[config.mk]
export PLATFORM = sky130hd
export DESIGN_NAME = demux1x8_reg
export DESIGN_NICKNAME = d
export VERILOG_FILES = /design/src/rtl/demux1x8_reg.sv
export SDC_FILE = /design/constraint.sdc
export NUM_CORES = 1
export LEC_CHECK = 0
export CAP_MARGIN = 10
export CORE_AREA = 4 4 163 165
export DETAILED_ROUTE_END_ITERATION = 10
export DIE_AREA = 0 0 167 169
export PLACE_DENSITY = 0.75
export SYNTH_ARGS = -nofsm -noshare
export SYNTH_HDL_FRONTEND = slang
export SYNTH_SLANG_ARGS = --single-unit
[constraint.sdc]
create_clock -name clk -period 4.7 [get_ports clk]
set_input_delay 0.94 -clock clk [delete_from_list [all_inputs] [get_ports clk]]
set_output_delay 0.94 -clock clk [all_outputs]
set_load 0.01 [all_outputs]
[src/rtl/demux1x8_reg.sv]
// Registered 1-to-8 demultiplexer: each accepted word is steered by Sel into a
// one-deep per-lane holding register that its consumer drains with Out_ready.
module demux1x8_reg #(
   parameter int unsigned WIDTH = 32
) (
   input  logic               clk,
   input  logic               rst,
   input  logic [WIDTH-1:0]   In,
   input  logic               In_valid,
   output logic               In_ready,
   input  logic [2:0]         Sel,
   output logic [8*WIDTH-1:0] Out,
   output logic [7:0]         Out_valid,
   input  logic [7:0]         Out_ready,
   output logic [15:0]        Xfer_count
);

   logic [WIDTH-1:0] r_data [8];
   logic [7:0]       r_full;
   logic [15:0]      r_count;

   logic             w_ready;
   logic             w_accept;
   logic [7:0]       w_load;
   logic [7:0]       w_drain;

   // A full lane can still take a word when its consumer drains it this cycle.
   always_comb begin
      w_ready     = ~r_full[Sel] | Out_ready[Sel];
      w_accept    = In_valid & w_ready;
      w_load      = '0;
      if (w_accept) begin
         w_load[Sel] = 1'b1;
      end
      w_drain     = r_full & Out_ready;
   end

   always_ff @(posedge clk) begin
      if (rst) begin
         for (int unsigned i = 0; i < 8; i++) begin
            r_data[i] <= '0;
         end
         r_full  <= '0;
         r_count <= '0;
      end else begin
         for (int unsigned i = 0; i < 8; i++) begin
            if (w_load[i]) begin
               r_data[i] <= In;
               r_full[i] <= 1'b1;
            end else if (w_drain[i]) begin
               r_full[i] <= 1'b0;
            end
         end
         if (w_accept) begin
            r_count <= r_count + 16'd1;
         end
      end
   end

   always_comb begin
      Out = '0;
      for (int unsigned i = 0; i < 8; i++) begin
         Out[i*WIDTH +: WIDTH] = r_data[i];
      end
   end

   assign In_ready   = w_ready;
   assign Out_valid  = r_full;
   assign Xfer_count = r_count;

endmodule

==> results of run 1 <==
-- power groups by stage --
stage               logic (W)  clock network [W]  registers (W)
global placement     0.000572                  0        0.00292
finish               0.000572            0.00222        0.00287
detailed placement   0.000580                  0        0.00293
floorplan            0.000139                  0        0.00299
global route         0.000604            0.00237        0.00288
CTS                  0.000582            0.00225        0.00288
-- layer usage --
layer	vias to the layer above	GRT usage, %	wire [µm]
met5	-	0	13
met4	2	7.684	1093
met3	71	5.114	2631
met2	396	35.65	15130
met1	3430	25.74	11710
li1	3234	-	-
-- area by class of cell --
cell class                 instances  area (µm²)
fill                            1915        9952
sequential                       280        8168
timing repair buffer             348        3511
multi-input combinational        338        1919
clock buffer                      31       733.2
tap                              330       412.9
clock inverter                    22       190.2
inverter                          40       150.1
-- worst max-delay path by stage --
stage	slack (ps)	end	start	cells past startpoint
after CTS	410	In_ready	Sel[2]	6
after global routing	280	In_ready	Sel[2]	6
final	410	In_ready	Sel[2]	6
after global placement	440	In_ready	Sel[2]	6
after floorplan	50	r_data[0][0]	Sel[2]	8
after detailed placement	410	In_ready	Sel[2]	6
-- worst max-delay path: stages --
cell and delay (ps):
clkdlybuf4s50_1 680, mux4_2 550, mux2_2 270, o2111a_2 270, clkinv_1 90, clkdlybuf4s50_1 540
-- layout by cell type (no fill, tap or decap), types with 3 or more instances in the layout --
cell / instances
clkbuf_16: 29
dfxtp_1: 24
inv_1: 39
and4_1: 3
or4_1: 11
nor2_1: 77
nand2b_2: 5
mux2_2: 3
clkinv_2: 6
nand4_1: 4
a21oi_1: 22
edfxtp_1: 256
nand3_1: 4
buf_4: 15
nand2_1: 10
bufinv_16: 3
clkinvlp_4: 3
or3_1: 6
clkinv_1: 9
o21bai_4: 3
buf_12: 7
o21ai_0: 5
nor3_1: 96
o32ai_1: 3
clkdlybuf4s50_1: 325
nor2_2: 19
nand2b_1: 38
o31ai_1: 11
-- registers in the layout (all words and copies together), names as in the netlist --
register    flops
Out_valid       8
Xfer_count     16
r_data        256
-- kinds of logic after synthesis --
| group | after synthesis |
|---|---|
| DFF | 280 |
| and+or+nand+nor | 284 |
| muxes | 6 |
| AOI/OAI and AO/OA | 47 |
| adders and majority gates | 1 |
| buffers and inverters | 86 |
-- per-stage QoR --
stage          hold WS (ps)  total power, W  util [%]  std cells  cell area [µm²]
6_report              500.7        0.005667     60.25       1389            15080
5_1_grt               510.1        0.005856     60.25       1389            15080
4_1_cts               494.3        0.005708     60.25       1389            15080
3_5_place_dp          477.1        0.003507     56.56       1336            14160
3_3_place_gp          470.8        0.003496     56.56       1336            14160
2_1_floorplan         495.9        0.003129         -        704            10370
==> impl_results.md, run 1 <==
* Post-Synth Simple-Gate Area at roughly 14%
* Syn Nets at 751
* Clock root cell: clkbuf_16
* Die area at 28,220 µm²
* Fin nets at 1,084
* Logic pwr share at 10.1%
* Min setup slack post-route at 406.7 ps
* Cell with the most instances after synthesis: edfxtp_1
* Crit share post-route at 91.35%
* Ratio of cells with drive above 1 in the final layout at between 10% and 20%
* Area grow syn2layout at 45.46%
* Internal at 0.004393 W
* Switching part of the total power at approximately 22%
* Skew final at roughly 16 ps
* Reg2reg path depth at 6
* Worst R2R Start: Out_valid[3]
* Distinct cells, synth at 34
* RSZ-0062 raised after global routing: no
* Reg2Reg Setup Slack at 1930 ps
* Dpl ws at 409.5 ps
* Startpoint Class: primary input
* # H-tree levels at 1
* Port Buffers at about 330
* Hold Violations, Final at 0
* VDD IR max at 0.0002177 V
* Setup repair bufs after CTS at 0
* Slew margin rel. at 37.67%
* Netlist Area Pre-Place at 10,370 µm²
* Synth async-reset ratio at 0%
* Initial antenna violation count at 1
* Post-route setup TNS at 0 ps
* Clock share of power at 39.2%
* Post-synthesis compound-gate area fraction at 2.847%
* Critical Path RT at 3760 ps
* Worst Hold Class: reg -> reg
* Sequential share of power at 50.7%
* Final slew viol count at 0
* Largest net degree at the start of global routing at 65
* CTS max path bufs at 3
* DRC Markers at 0
* Critical Path AT at ~3400 ps
* Ys flop type: edfxtp_1
* Hold Startpoint: Out_valid[1]
* Yosys top cell area share at 74.13%
* DR iter-0 viols at 697
* First-pass GRT wire length at 45,150 µm
* NetSw at ~0.0013 W
* Drt pass-1 iters at 6
* Yosys reg bits at 280
* Final setup fails at 0
* Post-CTS sizing at 0
* CTS tree: yes
* Grt total ovfl at 0
* Syn Area/Cell at between 10 and 15 µm²
* Power Dens Cells at about 380 nW/µm²
* Status: finished clean
* Cell count after synthesis at 704
* Xor-xnor portion of the synthesized cell area at 0%
* EDFF count, synth at 256
* Cell Rows at 58
* Mux cell area share after synthesis at 0.8567%
* Core Box Area at 25,040 µm²
* Hold buffers post-CTS at 0
* Worst Setup End Kind: output port
* DR WL/cell at between 20 and 25 µm
* Via/cell ratio at between 5 and 6
* Ys Warns at 0
* Total track usage at 20.80%
* CTS buffer count at 29
* Cell taking the most area after synthesis: edfxtp_1
* DP HPWL at ~21,000 µm
* Worst hold endpoint: Out_valid[1]
* Max Freq at 232.9 MHz
* Vias at 7,133
* MaxCap Viol Count at 0
* Top cells by area, synth: edfxtp_1, dfxtp_1, nor3_1
* Seq/Total Area, Yosys at 78.76%
* Height of the die at ~170 µm
* Vias in the first global route at 7,232
* Clk Latency, worst-skew pair at 530 ps
* Clk slew on worst S/H paths at 60 ps
* Initial Util at 41.42%
* Fin crit period at 4293 ps
* Leak Pwr at around 5.4 nW
* Crit path kind: in -> out
* Worst slew pin tran at 935.0 ps
* Antenna Cells at 0
* Gpl congestion at 0.8473
* Top cells by count, synth: edfxtp_1, nor3_1, nor2_1
* Worst reg2reg endpoint: r_data[1][96]
* Die width at roughly 170 µm
* Main combinational cell family by area after synthesis: simple AND/OR/NAND/NOR gates
* CP max FO at 19
* Routed wire length at about 31,000 µm
* CTS Sinks at 280
* Depth of the worst hold-timing path at 2
* Antenna Violating Nets Remaining at 0
* Adder-cell area share of the yosys netlist at less than 1%
* IO Count at approximately 330
No activity file was read; power rests on OpenSTA's default activity.
==> run 2, diff against run 1 <==
ABC_AREA = 1   (was not set)
==> run 2 against run 1 <==
Compared with the run above:
- register-to-register slack gained 460 ps
- synthesized cell count is 11% higher
- first-iteration DRC count up 41%
- critical endpoint unchanged
- largest cell class unchanged
==> impl_results.md, run 2 <==
* Crit path kind: in -> out (unchanged)
* Distinct cells, synth at 26 (was 34)
* Crit path depth at 10 (was 6)
* First-pass GRT wire length at 46,020 µm (was 45,150 µm)
* Cell taking the most area after synthesis: edfxtp_1 (unchanged)
* Largest net degree at the start of global routing at 41 (was 65)
* Crit-path leading delay family: buffers and inverters (unchanged)
* WL met1 at 11,750 µm (was 11,710 µm)
* CP max FO at 14 (was 19)
* Vias in the first global route at 7,344 (was 7,232)
* DP HPWL at 21,180 µm (was 20,830 µm)
* Most common cell after layout, fill and taps aside: clkdlybuf4s50_1 (unchanged)
* Reg2Reg Setup Slack at 2390 ps (was 1930 ps)
* Top cells by count, synth: edfxtp_1, nor2_1, nand2_1 (was edfxtp_1, nor3_1, nor2_1)
* CP cell instances: clkdlybuf4s50_1 > inv_2 > nand2_1 > nand2_1 > nand2_1 > nand2_1 > nand2_1 > nand2_2 > nand2_4 > clkdlybuf4s50_1 (was clkdlybuf4s50_1 > mux4_2 > mux2_2 > o2111a_2 > clkinv_1 > clkdlybuf4s50_1)
* EDFF count, synth at 256 (unchanged)
* Initial antenna violation count at 0 (was 1)
* Setup repair bufs after CTS at 0 (unchanged)
* Yosys top cell area share at 73.70% (was 74.13%)
* CTS buffer count at 28 (was 29)
* Hold Violations, Final at 0 (unchanged)
* Cell count after synthesis at 783 (was 704)
* DRC Markers at 0 (unchanged)
* Max Freq at 246.3 MHz (was 232.9 MHz)
* WL met3 at 2641 µm (was 2631 µm)
* Critical Path AT at 3120 ps (was 3350 ps)
* Slew margin rel. at 33.09% (was 37.67%)
* Dpl ws at 674.2 ps (was 409.5 ps)
* Synth async-reset ratio at 0% (unchanged)
* Die area at 28,220 µm² (unchanged)
* Total track usage at 21.41% (was 20.80%)
* Leak Pwr at 5.594 nW (was 5.370 nW)
* Status: finished clean (unchanged)
* CP startpoint: Sel[0] (was Sel[2])
* Cell Count, Final, Fillers Out at 1,473 (was 1,389)
* Worst reg2reg endpoint: r_data[0][36] (was r_data[1][96])
* Depth of the worst hold-timing path at 2 (unchanged)
* Routed wire length at 30,890 µm (was 30,580 µm)
* Cell Rows at 58 (unchanged)
* Worst path buffer plus inverter count at 3 (unchanged)
* CTS Sinks at 280 (unchanged)
* Clk Latency, worst-skew pair at 530 ps (about the same)
* Fin crit period at 4060 ps (was 4293 ps)
* IO Count at 327 (unchanged)
* Skew final at 10.82 ps (was 16.00 ps)
* Initial Util at 41.66% (was 41.42%)
* Critical Path RT at 3760 ps (about the same)
* Ratio of cells with drive above 1 in the final layout at 8.486% (was 10.10%)
* Drt pass-1 iters at 5 (was 6)
* Startpoint Class: primary input (unchanged)
* DR WL/cell at 20.97 µm (was 22.01 µm)
* Netlist Area Pre-Place at 10,430 µm² (was 10,370 µm²)
* CTS max path bufs at 3 (unchanged)
* Worst R2R Start: Out_valid[7] (was Out_valid[3])
* DR iter-0 viols at 985 (was 697)
* Area grow syn2layout at 43.72% (was 45.46%)
* Crit path largest cell delay at 770 ps (was 680 ps)
* Power Dens Cells at 372.0 nW/µm² (was 375.7 nW/µm²)
* Metal2 WL at 15,760 µm (was 15,130 µm)
* Top cells by area, synth: edfxtp_1, nor2_1, dfxtp_1 (was edfxtp_1, dfxtp_1, nor3_1)
* Final slew viol count at 0 (unchanged)
* Post-route setup TNS at 0 ps (unchanged)
* Crit share post-route at 86.39% (was 91.35%)
* Cell with the most instances after synthesis: edfxtp_1 (unchanged)
* Worst slew pin tran at 1002 ps (was 935.0 ps)
* Port Buffers at 326 (unchanged)
* Clock root cell: clkbuf_16 (unchanged)
* Post-CTS sizing at 0 (unchanged)
* Min setup slack post-route at 639.6 ps (was 406.7 ps)
* Die width at 167 µm (unchanged)
* Gpl congestion at 0.8681 (was 0.8473)
* Height of the die at 169 µm (unchanged)
* Antenna Cells at 0 (unchanged)
* Critical Path Most Common Cell: nand2_1 (was clkdlybuf4s50_1)
* Grt total ovfl at 0 (unchanged)
* # H-tree levels at 1 (unchanged)
* Hold buffers post-CTS at 0 (unchanged)
* Final setup fails at 0 (unchanged)
* Clk slew on worst S/H paths at 60 ps (about the same)
* Hold Startpoint: Out_valid[1] (unchanged)
* Slowest-stage cell, CP: clkdlybuf4s50_1 (unchanged)
* Most frequent cells in the layout: clkdlybuf4s50_1, edfxtp_1, nor2_1, nand2_1, inv_1 (was clkdlybuf4s50_1, edfxtp_1, nor3_1, nor2_1, inv_1)
* Antenna Violating Nets Remaining at 0 (unchanged)
* Syn Area/Cell at 13.32 µm² (was 14.73 µm²)
* Placed cells at 1,422 (was 1,336)
* Max reg flops at 256 (unchanged)
* Reg2reg path depth at 11 (was 6)
* Yosys reg bits at 280 (unchanged)
* Crit path capture: In_ready (unchanged)
* RSZ-0062 raised after global routing: no (unchanged)
* VDD IR max at 0.0002282 V (was 0.0002177 V)
* Seq/Total Area, Yosys at 78.30% (was 78.76%)
* Fin nets at 1,169 (was 1,084)
* Biggest register: r_data (unchanged)
* Ys flop type: edfxtp_1 (unchanged)
* Layout Utilization at 59.88% (was 60.25%)
* Worst Hold Class: reg -> reg (unchanged)
* MaxCap Viol Count at 0 (unchanged)
* Worst Setup End Kind: output port (unchanged)
* Via/cell ratio at 4.931 (was 5.135)
* CTS tree: yes (unchanged)
* Ys Warns at 0 (unchanged)
* Core Box Area at 25,040 µm² (unchanged)
* Vias at 7,264 (was 7,133)
* Syn Nets at 830 (was 751)
* Power Total at 0.005577 W (was 0.005667 W)
* Max layer used: met4 (was met5)
==> run 2: worst reg2reg max path: cells and delay by family (launching register included) <==
kind	cells	cell delay (ps)
simple gates	9	780
buf+inv	2	760
flops	1	370
==> run 2: final cells by class <==
type                            instances  area, µm²
Clock buffer                           33      740.7
Clock inverter                         18      150.1
Fill cell                            1969      10040
Inverter                               57      214.0
Multi-Input combinational cell        411       1858
Sequential cell                       280       8168
Tap cell                              330      412.9
Timing Repair Buffer                  344       3448
==> run 2: worst min path at each step <==
stage	to
after floorplan	Out_valid[0]
after global placement	Out_valid[4]
after detailed placement	Out_valid[1]
after CTS	Out_valid[1]
after global routing	Out_valid[2]
final	Out_valid[1]
==> run 2: power by group <==
| group | leakage [nW] | total (W) | internal [W] | switching (W) |
|---|---|---|---|---|
| Combinational | 2.29 | 0.000550 | 0.000254 | 0.000296 |
| Sequential | 2.88 | 0.00288 | 0.00284 | 0.0000415 |
| Clock | 0.425 | 0.00214 | 0.00124 | 0.000906 |
| Total | 5.59 | 0.00558 | 0.00433 | 0.00124 |
==> run 2: per-layer routing <==
layer,track usage [%],vias to the layer above
li1,-,3315
met1,26.56,3494
met2,38.52,405
met3,4.507,50
met4,5.265,0
met5,0,-
==> run 2: stage by stage <==
step | hold slack, ps | instance area, µm²
floorplan | 498.9 | 10430
global placement | 490.1 | 14100
detailed placement | 492.5 | 14100
CTS | 502.4 | 14990
global route | 539.2 | 14990
finish | 503.5 | 14990
==> run 2: cell families (layout without fill, tap and decap cells) <==
group | count (synthesis) | count (layout) | synth area share (%)
AOI/OAI and AO/OA | 25 | 25 | 1.523
xor gates and xnor gates | 10 | 10 | 0.8397
adders and majority gates | 1 | 1 | 0.1199
and+or+nand+nor | 375 | 375 | 15.14
buffers and inverters | 92 | 452 | 4.078
DFF | 280 | 280 | 78.30
